`config.mk`:
```
export PLATFORM = sky130hd
export DESIGN_NAME = bk_reg_seq
export DESIGN_NICKNAME = d
export VERILOG_FILES = /design/src/rtl/bk_reg_seq_pkg.sv /design/src/rtl/bk_seq_timer.sv /design/src/rtl/bk_reg_seq.sv
export SDC_FILE = /design/constraint.sdc
export NUM_CORES = 1
export LEC_CHECK = 0
export CAP_MARGIN = 20
export CORE_MARGIN = 8
export CORE_UTILIZATION = 36
export CTS_CLUSTER_DIAMETER = 120
export DETAILED_ROUTE_END_ITERATION = 10
export GPL_TIMING_DRIVEN = 0
export PLACE_DENSITY = 0.6
export SYNTH_ARGS = -nofsm -noshare
export SYNTH_HDL_FRONTEND = slang
export SYNTH_SLANG_ARGS = --single-unit
```
`constraint.sdc`:
```
create_clock -name clk -period 2.4 [get_ports clk]
set_input_delay 0.72 -clock clk [delete_from_list [all_inputs] [get_ports clk]]
set_output_delay 0.72 -clock clk [all_outputs]
set_load 0.01 [all_outputs]
```
`src/rtl/bk_reg_seq_pkg.sv`:
```
// Shared encodings and sizes for the backend register configuration sequencer.
package bk_reg_seq_pkg;

  localparam int NUM_REGS = 16;
  localparam int IDX_W    = 4;

  typedef enum logic [2:0] {
    ST_IDLE   = 3'd0,
    ST_SCAN   = 3'd1,
    ST_REQ    = 3'd2,
    ST_SETTLE = 3'd3,
    ST_DONE   = 3'd4
  } state_t;

  localparam logic [IDX_W-1:0] LAST_IDX = IDX_W'(NUM_REGS - 1);

endpackage

```
`src/rtl/bk_seq_timer.sv`:
```
// Clearable up-counter with terminal-count compare, shared by the write
// timeout and the settle delay.
module bk_seq_timer #(
  parameter int unsigned CNT_W = 32
) (
  input  logic             clk,
  input  logic             rst_n,
  input  logic             clr,
  input  logic             inc,
  input  logic [CNT_W-1:0] term,
  output logic             tc
);

  logic [CNT_W-1:0] cnt_q;

  // NOTE: sequential state is updated with <= so every flop samples pre-edge values.
  always_ff @(posedge clk or negedge rst_n) begin
    if (!rst_n) begin
      cnt_q <= '0;
    end else if (clr) begin
      cnt_q <= '0;
    end else if (inc) begin
      cnt_q <= cnt_q + CNT_W'(1);
    end
  end

  assign tc = (cnt_q == term);

endmodule

```
`src/rtl/bk_reg_seq.sv`:
```
// Walks register indices 0..15 and writes each masked-in register to the
// backend over a req/ack handshake, then settles and pulses done.
module bk_reg_seq
  import bk_reg_seq_pkg::*;
#(
  parameter int unsigned TIMEOUT       = 1024,
  parameter int unsigned SETTLE_CYCLES = 50000,
  parameter int unsigned CNT_W         = 32
) (
  input  logic                clk,
  input  logic                rst_n,
  input  logic                ap_start_pedge,
  input  logic [NUM_REGS-1:0] cfg_mask_i,
  output logic [IDX_W-1:0]    reg_rd_idx_o,
  input  logic [31:0]         reg_rd_data_i,
  output logic                wr_req_o,
  output logic [IDX_W-1:0]    wr_addr_o,
  output logic [31:0]         wr_data_o,
  input  logic                wr_ack_i,
  output logic                ap_busy_o,
  output logic                ap_done_o,
  output logic                ap_err_o,
  output logic [IDX_W-1:0]    err_idx_o,
  output logic [4:0]          wr_cnt_o
);

  localparam logic [CNT_W-1:0] TO_TERM     = CNT_W'(TIMEOUT - 1);
  localparam logic [CNT_W-1:0] SETTLE_TERM = CNT_W'(SETTLE_CYCLES - 1);
  // A zero settle period bypasses SETTLE entirely.
  localparam state_t END_STATE = (SETTLE_CYCLES == 0) ? ST_DONE : ST_SETTLE;

  state_t              state_q, state_d;
  logic [IDX_W-1:0]    idx_q, idx_d;
  logic [NUM_REGS-1:0] mask_q;
  logic [IDX_W-1:0]    wr_addr_q, err_idx_q;
  logic [31:0]         wr_data_q;
  logic                wr_req_q, busy_q, done_q, err_q;
  logic [4:0]          wr_cnt_q;

  logic             tmr_clr, tmr_inc, tmr_tc;
  logic [CNT_W-1:0] tmr_term;
  logic             start_acc, capture, ack_acc, timeout;

  bk_seq_timer #(.CNT_W(CNT_W)) u_timer (
    .clk   (clk),
    .rst_n (rst_n),
    .clr   (tmr_clr),
    .inc   (tmr_inc),
    .term  (tmr_term),
    .tc    (tmr_tc)
  );

  // NOTE: every always_comb output gets a default first so no latch is inferred.
  always_comb begin
    state_d   = state_q;
    idx_d     = idx_q;
    tmr_clr   = 1'b0;
    tmr_inc   = 1'b0;
    tmr_term  = TO_TERM;
    start_acc = 1'b0;
    capture   = 1'b0;
    ack_acc   = 1'b0;
    timeout   = 1'b0;
    case (state_q)
      ST_IDLE: begin
        if (ap_start_pedge) begin
          start_acc = 1'b1;
          idx_d     = '0;
          state_d   = ST_SCAN;
        end
      end
      ST_SCAN: begin
        if (mask_q[idx_q]) begin
          capture = 1'b1;
          tmr_clr = 1'b1;
          state_d = ST_REQ;
        end else if (idx_q == LAST_IDX) begin
          tmr_clr = 1'b1;
          state_d = END_STATE;
        end else begin
          idx_d = idx_q + IDX_W'(1);
        end
      end
      ST_REQ: begin
        // Ack takes priority over a timeout expiring in the same cycle.
        if (wr_ack_i) begin
          ack_acc = 1'b1;
          if (idx_q == LAST_IDX) begin
            tmr_clr = 1'b1;
            state_d = END_STATE;
          end else begin
            idx_d   = idx_q + IDX_W'(1);
            state_d = ST_SCAN;
          end
        end else if (tmr_tc) begin
          timeout = 1'b1;
          state_d = ST_DONE;
        end else begin
          tmr_inc = 1'b1;
        end
      end
      ST_SETTLE: begin
        tmr_term = SETTLE_TERM;
        if (tmr_tc) begin
          state_d = ST_DONE;
        end else begin
          tmr_inc = 1'b1;
        end
      end
      ST_DONE: state_d = ST_IDLE;
      default: state_d = ST_IDLE;
    endcase
  end

  // Handshake and status outputs are registered from the next state.
  always_ff @(posedge clk or negedge rst_n) begin
    if (!rst_n) begin
      state_q   <= ST_IDLE;
      idx_q     <= '0;
      mask_q    <= '0;
      wr_addr_q <= '0;
      wr_data_q <= '0;
      wr_req_q  <= 1'b0;
      busy_q    <= 1'b0;
      done_q    <= 1'b0;
      err_q     <= 1'b0;
      err_idx_q <= '0;
      wr_cnt_q  <= '0;
    end else begin
      state_q  <= state_d;
      idx_q    <= idx_d;
      wr_req_q <= (state_d == ST_REQ);
      busy_q   <= (state_d != ST_IDLE);
      done_q   <= (state_d == ST_DONE);
      if (start_acc) begin
        mask_q    <= cfg_mask_i;
        wr_cnt_q  <= '0;
        err_q     <= 1'b0;
        err_idx_q <= '0;
      end
      if (capture) begin
        wr_addr_q <= idx_q;
        wr_data_q <= reg_rd_data_i;
      end
      if (ack_acc) begin
        wr_cnt_q <= wr_cnt_q + 5'd1;
      end
      if (timeout) begin
        err_q     <= 1'b1;
        err_idx_q <= idx_q;
      end
    end
  end

  assign reg_rd_idx_o = idx_q;
  assign wr_req_o     = wr_req_q;
  assign wr_addr_o    = wr_addr_q;
  assign wr_data_o    = wr_data_q;
  assign ap_busy_o    = busy_q;
  assign ap_done_o    = done_q;
  assign ap_err_o     = err_q;
  assign err_idx_o    = err_idx_q;
  assign wr_cnt_o     = wr_cnt_q;

endmodule

```
==> flow_summary.toml, run 1 <==
[cts]
clockBufferDepth = 2
cts_buffers = 9
clk_pin_slew_ps = 70
cts.sinks = 104
clkLatencyLatePin_ps = 350
cts-root-buf = "clkbuf_16"
htreeDepth = 3
cts_tree = "done"
cts_hold_buf = 0

[timing]
maxSlewViolCount = 0
min_period_over_period_pct = 97.31
relSlewSlack_pct = 52.88
setup_tns_ps = 0
setup_viol = 0
hold_violations = 0
period_minus_slack_ps = 2335
worst_pin_slew_ps = 706.7
fmax_mhz = 428.2
fin_skew_ps = 7.745
holdWs_ps = 405.9

[synth]
synth_flop_cell = "dfrtp_1"
synth_edf_count = 0
ys_seq_elements = 104
syn_nets = 523
synth_warnings = 0
netlist_instances = 468
synth_top_area_cell = "dfrtp_1"
avgSynthCellArea_um2 = 11.11
synthDistinctLibCells = 64
netlist_top_cells_area = "dfrtp_1 (50%), mux2_4 (8.7%), nand2_1 (5.6%), or4_1 (2.7%), a21oi_1 (2.7%)"
syn-cell-area_um2 = 5201
netlist.area_leader.share_pct = 50.04
synth_common_cells = "dfrtp_1 (104), nand2_1 (77), mux2_4 (30), a21oi_1 (28), nand3_1 (20)"
async_flop_share_pct = 100.0
synth.most_common_cell = "dfrtp_1"
ys_seq_area_share_pct = 50.04

[power_and_ir_drop]
pwr-share-comb_pct = 46.5
p_sw_share_pct = 31.93
seqPwrFrac_pct = 33.6
p_per_area_nw_per_um2 = 1111
share_clk_of_total_power_pct = 19.9
p_int_w = 0.005290
leakage_nw = 3.094
p_switching_w = 0.002482
vdd_drop_max_mv = 0.4780

[worst_setup_path]
regToRegStartpoint = "reg_rd_idx_o[0]$_DFFE_PN0P_"
required_ps = 2630
rr_endpoint = "wr_data_o[9]$_DFFE_PN0P_"
cp-end-kind = "register"
ff2ff_setup_slack_ps = 70
crit_path_start_kind = "input port"
path_class = "input port to register"
cp_max_fo = 10
critPathArrivalTime_ps = 2570
worstRegToRegCells = 8

[placement]
io_buffers = 104
dp_hpwl_um = 9630
dp_cells = 757
place_congestion = 0.7916

[global_route]
grt_overflow = 0
grt_pass1_wl_um = 21830
grtUsageTotal_pct = 14.79
grt_pass1_vias = 4080
antenna_found_initial = 0
grt_max_degree = 54

[detailed_routing]
vias = 4119
drt-total-wl_um = 13340
drc = 0
drt_iter0_markers = 212
viasPerCell = 5.281
firstDrtPassIters = 4
ant_nets = 0
wl_per_cell_um = 17.11

[die]
die_h_um = 136.2
core_region_area_um2 = 14310
die_area_um2 = 18550
floorplan.rows = 44
ioPinCount = 105
initial_core_util_pct = 36.34
die_w_um = 136.2

[flow_run]
maxCapViolations = 0

[finish]
drive_gt1_share_pct = 17.28
area_growth_pct = 34.47
regArea_um2 = 2605
fill_cells = 1318
n_antenna_cell = 0
stdcell_count = 780
multi_input_area_um2 = 2464
nets = 646

[min_path]
hold_class = "input port to asynchronous set/reset pin"

[run_status]
outcome = "finished, final reports clean"
cell usage in the layout, fill, tap and decap left out, types with 8 or more instances in the layout:
cell type,synthesis,layout
clkdlybuf4s50_1,0,103
dfrtp_1,104,102
nand2_1,77,76
mux2_4,30,30
a21oi_1,28,27
or4_1,19,19
nand3_1,20,19
o31ai_1,16,16
nor2_1,15,14
o21ai_0,13,13
clkbuf_16,0,11
buf_4,1,10
mux2i_1,9,9
nor4_1,9,8
power by group through the flow:
stage                     Sequential (W)  Combinational, W  Clock, W
after floorplan                  0.00275           0.00190         0
after global placement           0.00261           0.00327         0
after detailed placement         0.00263           0.00331         0
after CTS                        0.00261           0.00338   0.00160
after global routing             0.00270           0.00390   0.00167
final                            0.00261           0.00361   0.00155
cell families (layout without fill, tap and decap cells):
family / after synthesis / after routing / synth area share (%)
fa+ha+maj: 3 / 3 / 0.7218
buf+inv: 30 / 158 / 3.777
xor+xnor: 9 / 9 / 1.516
flops: 104 / 104 / 50.04
mux: 49 / 49 / 12.99
compound gates: 77 / 77 / 9.767
simple gates: 196 / 196 / 21.19
per-stage QoR:
| step | setup WS (ps) | cell area, µm² | utilization, % | power (W) |
|---|---|---|---|---|
| 2_1_floorplan | 145.5 | 5201 | - | 0.004654 |
| 3_5_place_dp | -627.2 | 6497 | 45.39 | 0.005941 |
| 3_3_place_gp | -3450 | 6472 | 45.22 | 0.005872 |
| 5_1_grt | -9.512 | 6994 | 48.86 | 0.008264 |
| 6_report | 64.50 | 6994 | 48.86 | 0.007771 |
| 4_1_cts | -52.33 | 6840 | 47.79 | 0.007593 |
worst max-delay path: stages:
cell,delay (ps)
clkdlybuf4s50_1,530
nor4bb_1,240
buf_4,210
a21oi_1,70
or3_4,380
nand2_4,120
clkbuf_4,230
a21oi_1,60
sequential cells by signal, summed over array words and instances (netlist names), 3 cells and up:
| name | flops |
|---|---|
| err_idx_o | 4 |
| mask_q | 16 |
| reg_rd_idx_o | 4 |
| state_q | 3 |
| u_timer.cnt_q | 32 |
| wr_addr_o | 4 |
| wr_cnt_o | 5 |
| wr_data_o | 32 |
cell type report:
cell class | count | area share [%]
Clock inverter | 5 | 0.8945
Inverter | 6 | 0.3220
Clock buffer | 11 | 3.614
Multi-Input combinational cell | 334 | 35.22
Tap cell | 184 | 3.292
Sequential cell | 104 | 37.25
Timing Repair Buffer | 114 | 16.71
Buffer | 22 | 2.701
metal layers:
layer / GRT usage [%] / share of wire, % / vias up
met5: 0 / 0 / -
met1: 20.30 / 47 / 2021
met3: 3.880 / 6.1 / 11
met4: 5.552 / 1.3 / 0
met2: 21.87 / 46 / 113
li1: - / - / 1974
how the worst max path moves through the flow:
stage | from | endpoint | slack, ps | cells after the start
2_1_floorplan | reg_rd_idx_o[0]$_DFFE_PN0P_ | wr_addr_o[0]$_DFFE_PN0P_ | 150 | 8
3_3_place_gp | rst_n | mask_q[7]$_DFFE_PN0P_ | -3450 | 1
3_5_place_dp | wr_ack_i | u_timer.cnt_q[3]$_DFFE_PN0P_ | -630 | 8
4_1_cts | wr_ack_i | u_timer.cnt_q[5]$_DFFE_PN0P_ | -50 | 8
5_1_grt | reg_rd_idx_o[0]$_DFFE_PN0P_ | wr_data_o[13]$_DFFE_PN0P_ | -10 | 8
6_report | wr_ack_i | u_timer.cnt_q[27]$_DFFE_PN0P_ | 60 | 8
what timing repair did:
action,4_1_cts,5_1_grt
hold endpoints to repair,0,0
buffers inserted,0,7
gates cloned,0,2
pin swaps,0,2
gates resized for setup,6,16
endpoints found under the setup margin,64,62
Note: power is estimated with default switching activity, not from simulation.
==> run 2: changes to the inputs <==
--- a/config.mk
+++ b/config.mk
@@ -5,6 +5,7 @@
 export SDC_FILE = /design/constraint.sdc
 export NUM_CORES = 1
 export LEC_CHECK = 0
+export ABC_AREA = 1
 export CAP_MARGIN = 20
 export CORE_MARGIN = 8
 export CORE_UTILIZATION = 36
==> flow_summary.toml, run 2 <==
[cts]
cts_resized = 0
cts.sinks = 104
cts_buffers = 9
cts-root-buf = "clkbuf_16"
cts_hold_buf = 0
cts_tree = "done"
clockBufferDepth = 2
cts_setup_buffers = 0
htreeDepth = 3
clk_pin_slew_ps = 80
clkLatencyLatePin_ps = 360

[placement]
dp_cells = 1110
placed_cell_area_um2 = 7074
place_congestion = 0.8860
dp_hpwl_um = 12140
io_buffers = 104
pre_cts_slack_ps = -194.4

[global_route]
grtUsageTotal_pct = 16.82
grt_overflow = 0
antenna_found_initial = 0
grt_max_degree = 69
grt_pass1_wl_um = 27300
grt_pass1_vias = 5310

[flow_run]
maxCapViolations = 0

[worst_setup_path]
cp_max_fo = 10
critPathArrivalTime_ps = 2550
worstRegToRegCells = 10
crit_path_start_kind = "input port"
ff2ff_setup_slack_ps = 180
path_class = "input port to register"
cp-end-kind = "register"
regToRegStartpoint = "u_timer.cnt_q[0]$_DFFE_PN0P_"
required_ps = 2700
rr_endpoint = "u_timer.cnt_q[31]$_DFFE_PN0P_"

[finish]
fin_area_um2 = 7373
n_antenna_cell = 0
drive_gt1_share_pct = 6.593
nets = 960
final_cell_mix = "nand2_1 (289), dfrtp_1 (103), clkdlybuf4s50_1 (103)"
multi_input_area_um2 = 2574
regArea_um2 = 2604
area_growth_pct = 28.95
stdcell_count = 1126
fill_cells = 1583
utilization_pct = 46.93
final_common_cell = "nand2_1"

[timing]
hold_violations = 0
min_period_over_period_pct = 93.75
rsz0062_at_grt = "false"
worst_pin_slew_ps = 561.0
period_minus_slack_ps = 2250
relSlewSlack_pct = 62.60
setup_viol = 0
fmax_mhz = 444.5
fin_skew_ps = 11.48
maxSlewViolCount = 0
layout_setup_ws_ps = 150.0

[synth]
synth_warnings = 0
netlist_instances = 788
synth_edf_count = 0
synth_flop_cell = "dfrtp_1"
avgSynthCellArea_um2 = 7.256
async_flop_share_pct = 100.0
ys_seq_elements = 104
synth_top_area_cell = "dfrtp_1"
synth_common_cells = "nand2_1 (289), dfrtp_1 (104), nor2_1 (87), inv_1 (82), nand3_1 (77)"
synthDistinctLibCells = 31
syn_nets = 843
netlist_top_cells_area = "dfrtp_1 (46%), nand2_1 (19%), nand3_1 (6.7%), nand4_1 (6.1%), nor2_1 (5.7%)"
syn-cell-area_um2 = 5718
synth.most_common_cell = "nand2_1"
ys_seq_area_share_pct = 45.51
netlist.area_leader.share_pct = 45.51

[die]
die_area_um2 = 20170
die_w_um = 142.0
die_h_um = 142.0
initial_core_util_pct = 36.39
floorplan.rows = 46
core_region_area_um2 = 15710
ioPinCount = 105

[detailed_routing]
drt_iter0_markers = 348
firstDrtPassIters = 5
viasPerCell = 4.798
drc = 0
vias = 5402
ant_nets = 0
wl_per_cell_um = 14.57
drt-total-wl_um = 16400

[run_status]
outcome = "finished, final reports clean"

[power_and_ir_drop]
leakage_nw = 3.519
share_clk_of_total_power_pct = 44.7
seqPwrFrac_pct = 51.3
p_sw_share_pct = 22.48
totalPowerFinal_w = 0.003426
p_per_area_nw_per_um2 = 464.6
p_int_w = 0.002655
p_switching_w = 0.0007702
vdd_drop_max_mv = 0.3437
pwr-share-comb_pct = 4.0

[min_path]
hold_class = "input port to asynchronous set/reset pin"
## run 2: power by group through the flow
stage / logic, W / registers, W / clock network [W]
after detailed placement: 0.000142 / 0.00179 / 0
after global placement: 0.000132 / 0.00179 / 0
final: 0.000137 / 0.00176 / 0.00153
after floorplan: 0.00000447 / 0.00179 / 0
after global routing: 0.000153 / 0.00176 / 0.00165
after CTS: 0.000142 / 0.00176 / 0.00156
## run 2: layout make-up
class	count	area share, %
clock buffers	10	3.105
repair buffers	106	14.73
well taps	216	3.665
plain buffers	32	3.021
clock inverters	6	0.9333
flip-flops and latches	104	35.31
inverters	85	4.327
multi-input cells	567	34.91
## run 2: worst max path at each step
stage | slack, ps | depth (start not counted) | startpoint | end
3_3_place_gp | -3600 | 1 | rst_n | wr_data_o[13]$_DFFE_PN0P_
5_1_grt | 20 | 8 | wr_ack_i | u_timer.cnt_q[31]$_DFFE_PN0P_
2_1_floorplan | 670 | 7 | wr_ack_i | u_timer.cnt_q[26]$_DFFE_PN0P_
3_5_place_dp | -190 | 8 | wr_ack_i | u_timer.cnt_q[31]$_DFFE_PN0P_
6_report | 150 | 8 | wr_ack_i | u_timer.cnt_q[31]$_DFFE_PN0P_
4_1_cts | 110 | 10 | u_timer.cnt_q[0]$_DFFE_PN0P_ | u_timer.cnt_q[31]$_DFFE_PN0P_
## run 2: cell families (layout without fill, tap and decap cells)
kind of cell               count (synthesis)  after routing  synth area share (%)
AOI/OAI and AO/OA                         29             29                 3.173
buffers and inverters                    117            239                 9.475
xor gates and xnor gates                  13             13                 1.991
DFF                                      104            104                 45.51
adders and majority gates                  3              3                0.6565
and+or+nand+nor                          522            522                 39.19
## run 2: layer usage
metal  vias to the layer above  global-route usage (%)  routed length, µm
li1                       2746                       -                  -
met1                      2512                   22.52               7659
met2                       131                   26.15               7488
met3                        13                   4.663               1092
met4                         0                   4.353                163
met5                         -                       0                  0
## run 2: per-stage QoR
stage	TNS [ps]	hold slack, ps
after global routing	0	397.3
after global placement	-375320	452.9
final	0	362.7
after floorplan	0	424.4
after CTS	0	378.5
after detailed placement	-2331	458.1
## run 2: worst max-delay path: stages
cell and delay (ps):
clkdlybuf4s50_1 420, inv_1 90, nor2_1 90, o21ai_0 200, buf_4 230, clkbuf_1 460, nand4_1 220, nand2_1 100
==> run 3: changes to the inputs <==
--- a/config.mk
+++ b/config.mk
@@ -5,7 +5,6 @@
 export SDC_FILE = /design/constraint.sdc
 export NUM_CORES = 1
 export LEC_CHECK = 0
-export ABC_AREA = 1
 export CAP_MARGIN = 20
 export CORE_MARGIN = 8
 export CORE_UTILIZATION = 36
==> results of run 3 <==
Same layout as run 1: the final DEF is identical, and so are final timing and power.
==> RTL edit 1: new RTL, settings of run 1 <==
Encoding of `state_t`: now one-hot (5 bits for 5 states).
--- a/src/rtl/bk_reg_seq_pkg.sv
+++ b/src/rtl/bk_reg_seq_pkg.sv
@@ -4,12 +4,12 @@
   localparam int NUM_REGS = 16;
   localparam int IDX_W    = 4;
 
-  typedef enum logic [2:0] {
-    ST_IDLE   = 3'd0,
-    ST_SCAN   = 3'd1,
-    ST_REQ    = 3'd2,
-    ST_SETTLE = 3'd3,
-    ST_DONE   = 3'd4
+  typedef enum logic [4:0] {
+    ST_IDLE   = 5'b00001,
+    ST_SCAN   = 5'b00010,
+    ST_REQ    = 5'b00100,
+    ST_SETTLE = 5'b01000,
+    ST_DONE   = 5'b10000
   } state_t;
 
   localparam logic [IDX_W-1:0] LAST_IDX = IDX_W'(NUM_REGS - 1);
Behaviour: same outputs for any inputs over 10 cycles, from zero or initial values and one cycle with rst_n low; not proved beyond that.
==> RTL edit 1 against run 1 <==
- combinational power down 39%
- highest routed layer unchanged
- final area shrank 2.9%
- worst setup slack better by 16 ps
- power decreased by 20%
- cell count fell by 3.3%
- sequential cell count is 2 higher
- synthesized cell count is 6.4% lower
- non-clock buffer count grew 5
- synthesized area shrank 4.5%
- first-iteration DRC count is 17% lower
- critical path type is now flip-flop to flip-flop
- die area decreased by 4.0%
- routed wire length decreased by 4.5%
==> RTL edit 1: results (changes against run 1) <==
Placement
  – Worst-case setup slack after placement: -885 ps (-258 ps)
  – Placed instance count: 723 (-4.5%)
  – RePlAce Congestion: 0.855 (+8.1%)
  – Total placed instance area: 6300 µm² (-3.0%)
  – DP Wirelength: 9150 µm (-5.0%)
  – I/O Buffers: 104 (unchanged)

Timing
  – Worst-Margin Slew: 543 ps (-164 ps)
  – Setup-violating endpoint count in the final report: 0 (unchanged)
  – Maximum clock skew at final layout: 13.1 ps (+5.36 ps)

Global route
  – Global-route wire length before repair: 20800 µm (-4.8%)
  – Antenna violations before repair: 0 (unchanged)
  – All-Layer GR Usage: 0.144 (-0.00398)
  – Number of global-route vias before repair: 4003 (-1.9%)
  – Maximum number of pins on one net before global-route repair: 69 (+28%)

Routing
  – Violation count after the first detailed-routing iteration: 176 (-17%)
  – Routed wire length per instance: 16.9 µm (-1.2%)
  – Via count: 3947 (-4.2%)

Layout
  – Final instance count without filler cells: 754 (-3.3%)
  – Post-layout nets: 624 (-3.4%)
  – Share of post-route cells with drive strength above 1: 0.207 (+0.0345)

Power and ir drop
  – Worst-case vdd ir drop: 0.540 mV (+13%)
  – Internal cell power: 0.00437 W (-17%)
  – Leakage power summed over all cells: 2.79 nW (-9.9%)

CTS
  – Cts bufs inserted: 9 (unchanged)
  – Root cell of the clock tree: clkbuf_16
  – Max clock buf depth: 2 (unchanged)

Logic synthesis
  – Count of mapped cells out of synthesis: 438 (-6.4%)
  – Distinct cells, synth: 48 (-25%)
  – Top area cells in the synthesized netlist: dfrtp_1 (53%), mux2_2 (11%), o21ai_0 (2.8%), a21oi_1 (2.6%), nand3_1 (2.2%)
  – Part of the Yosys area used for sequential elements: 0.535 (+0.0342)
  – Commonest cells in the netlist: dfrtp_1 (105), mux2_2 (50), o21ai_0 (28)
  – Post-synth net total: 493 (-5.7%)

Die
  – Width of the die: 133 µm (-2.0%)

Run status
  – Status: finished, final reports clean

Worst setup path
  – CP arrival: 2560 ps (about the same)
==> RTL edit 1: cell types whose count changed after synthesis, moves of 5 or more <==
cell | before | now
nand2_1 | 77 | 27
mux2_2 | 3 | 50
mux2_4 | 30 | 0
o21ai_0 | 13 | 28
or4_1 | 19 | 11
and2_1 | 0 | 7
xnor2_1 | 3 | 10
buf_2 | 10 | 5
clkbuf_1 | 8 | 13
inv_1 | 6 | 11
mux2_1 | 5 | 0
o31ai_1 | 16 | 11
or3_1 | 8 | 13
==> RTL edit 1: power groups by stage <==
| stage | registers, W | logic (W) | clock network [W] |
|---|---|---|---|
| after CTS | 0.00252 | 0.00222 | 0.00152 |
| after global routing | 0.00258 | 0.00238 | 0.00158 |
| after floorplan | 0.00266 | 0.000988 | 0 |
| after global placement | 0.00252 | 0.00212 | 0 |
| final | 0.00251 | 0.00222 | 0.00147 |
| after detailed placement | 0.00254 | 0.00215 | 0 |
==> RTL edit 1: final timing paths <==
path	startpoint	endpoint	slack, ps	cells after the start
min in group clk	ap_err_o	ap_err_o	500	2
setup / recovery	reg_rd_idx_o[0]	wr_data_o[29]	80	7
setup reg to reg	reg_rd_idx_o[0]	wr_data_o[29]	80	7
max in group asynchronous	rst_n	u_timer.cnt_q[22]	1320	2
hold / removal	rst_n	wr_req_o	350	1
hold reg to reg	ap_err_o	ap_err_o	500	2
==> RTL edit 1: cell families (layout without fill, tap and decap cells) <==
logic type,after synthesis,after routing,share of synthesized area
simple gates,145,145,0.165
flops,106,106,0.535
xor+xnor,12,12,0.0212
fa+ha+maj,3,3,0.00756
compound gates,78,78,0.0958
buf+inv,32,168,0.0285
mux,62,62,0.148
==> RTL edit 1: final cells by class <==
| type | count | area (µm²) |
|---|---|---|
| plain buffers | 20 | 150 |
| well taps | 180 | 225 |
| fillers | 1265 | 6870 |
| clock inverters | 5 | 42.5 |
| repair buffers | 121 | 1180 |
| clock buffers | 11 | 253 |
| multi-input cells | 300 | 2240 |
| inverters | 11 | 41.3 |
| flip-flops and latches | 106 | 2650 |
==> RTL edit 1: worst max-delay path, cell delays in order, from the launching register on <==
cell and delay [ps]:
dfrtp_1 370, buf_6 140, mux4_2 520, mux2_4 300
mux2i_4 160, or2_4 210, buf_8 150, mux2_2 340
==> RTL edit 1: per-layer routing <==
layer  vias up  global-route usage  wire length (µm)
met4         0              0.0605               144
li1       1880                   -                 -
met5         -                   0                 0
met3        13              0.0561              1110
met1      1947               0.175              5330
met2       107               0.223              6160
==> RTL edit 1: what timing repair did <==
| item | in CTS | in global routing |
|---|---|---|
| buffers inserted | 12 | 4 |
| hold buffers | 0 | 0 |
| pin swaps | 5 | 3 |
| endpoints found under the setup margin | 67 | 54 |
| resized for setup | 21 | 9 |
==> RTL edit 2: new RTL, flow settings as in run 1 <==
Made on the original files. `IDX_W`: 4 -> 3.
--- a/src/rtl/bk_reg_seq_pkg.sv
+++ b/src/rtl/bk_reg_seq_pkg.sv
@@ -2,7 +2,7 @@
 package bk_reg_seq_pkg;
 
   localparam int NUM_REGS = 16;
-  localparam int IDX_W    = 4;
+  localparam int IDX_W    = 3;
 
   typedef enum logic [2:0] {
     ST_IDLE   = 3'd0,
Ports: changed (resized err_idx_o, reg_rd_idx_o and wr_addr_o); port bits go from 105 to 102. No check against the original RTL was run, so the function may have changed too.
==> RTL edit 2 against run 1 <==
- sequential cell count down 11
- clock skew shrank 2.0 ps
- worst setup slack got worse by 2.8 ps
- power decreased by 19%
- routed wire length down 12%
- non-clock buffer count down 14
- synthesized area fell by 15%
- combinational power down 30%
- sequential power shrank 12%
- final area is 15% lower
- sequential share of layout area is 2.0 points higher
- critical path type is now flip-flop to flip-flop
==> RTL edit 2: results (changes against run 1) <==
Run status
  – Status: finished, final reports clean

Placement
  – RePlAce Congestion: 0.821 (+3.7%)
  – DP Wirelength: 8550 µm (-11%)
  – Total placed instance area: 5540 µm² (-15%)
  – Placed instance count: 719 (-5.0%)
  – I/O Buffers: 93 (-11%)
  – Worst-case setup slack after placement: -878 ps (-251 ps)

Worst setup path
  – Number of cells traversed by the worst register-to-register path: 6 (-2)
  – Register-to-Register Setup Slack: 60 ps
  – End of the worst register-to-register path: reg_rd_idx_o[0]
  – Peak per-stage delay on the critical path: 550 ps (+20 ps)
  – Critical Path Source: reg_rd_idx_o[0]
  – Crit-path max FO: 7 (-3)

Hold path
  – Worst min-delay path category: input pin to asynchronous set/reset pin

Global route
  – Global-route wire length before repair: 19800 µm (-9.3%)
  – All-Layer GR Usage: 0.155 (+0.00731)
  – GRT met3 Usage: 0.0591 (+0.0203)
  – Met1 track demand over resource: 0.190 (-0.0131)
  – Maximum number of pins on one net before global-route repair: 71 (+31%)
  – Global routing met2 resource utilization: 0.245 (+0.0266)
  – Number of global-route vias before repair: 3883 (-4.8%)

Routing
  – Routed metal-1 wirelength: 5250 µm (-16%)
  – Number of vias per cell after detailed routing: 5.19 (-1.8%)
  – Routed wire length per instance: 15.9 µm (-7.1%)
  – Violation count after the first detailed-routing iteration: 216 (+1.9%)
  – Sum of met2 wire segment lengths after detailed routing: 5580 µm (-8.9%)
  – Met3 wire length: 742 µm (-9.5%)

Timing
  – Max frequency: 428 MHz (-0.12%)
  – Worst-Margin Slew: 942 ps (+235 ps)
  – WHS: 268 ps (-138 ps)
  – Maximum clock skew at final layout: 5.75 ps (-2.00 ps)

CTS
  – Post-CTS repair timing setup buffer count: 3 (+3)
  – Post-CTS resize count: 10 (+4)

Layout
  – Final instance count without filler cells: 738 (-5.4%)
  – Share of post-route cells with drive strength above 1: 0.0795 (-0.0933)
  – Post-layout nets: 642 (-0.62%)

Power and ir drop
  – Leakage power summed over all cells: 2.70 nW (-13%)
  – Worst-case vdd ir drop: 0.549 mV (+15%)

Logic synthesis
  – Top area cells in the synthesized netlist: dfrtp_1 (53%), nand2_1 (13%), nand4_1 (2.7%), o21ai_0 (2.6%), xor2_1 (2.6%)
  – Post-synth net total: 534 (+2.1%)
  – Part of the Yosys area used for sequential elements: 0.529 (+0.0288)
  – Count of mapped cells out of synthesis: 478 (+2.1%)
  – Commonest cells in the netlist: nand2_1 (152), dfrtp_1 (93), o21ai_0 (23)
  – Distinct cells, synth: 43 (-33%)
[RTL edit 2: final cells by class]
type                       count  area (µm²)
multi-input combinational    354        1980
inverter                       6        22.5
fill                        1105        6030
buffer                        25         138
clock buffer                  10         239
timing repair buffer          97         978
tap                          147         184
clock inverter                 6        62.6
sequential                    93        2330
[RTL edit 2: worst max-delay path, delay by kind of cell (launching register included)]
family	cells	cell delay, ps
muxes	3	1160
buffers and inverters	1	130
DFF	1	390
and+or+nand+nor	2	550
[RTL edit 2: cell families after synthesis]
family	share of synthesized area
compound gates	0.0762
xor+xnor	0.0299
fa+ha+maj	0.0114
buf+inv	0.0324
flops	0.529
mux	0.0293
simple gates	0.292
[RTL edit 2: power breakdown]
group,switching [W],leakage (nW),internal [W]
Clock,0.000613,0.152,0.000834
Combinational,0.00132,1.33,0.00119
Sequential,0.000279,1.22,0.00202
Total,0.00222,2.70,0.00405
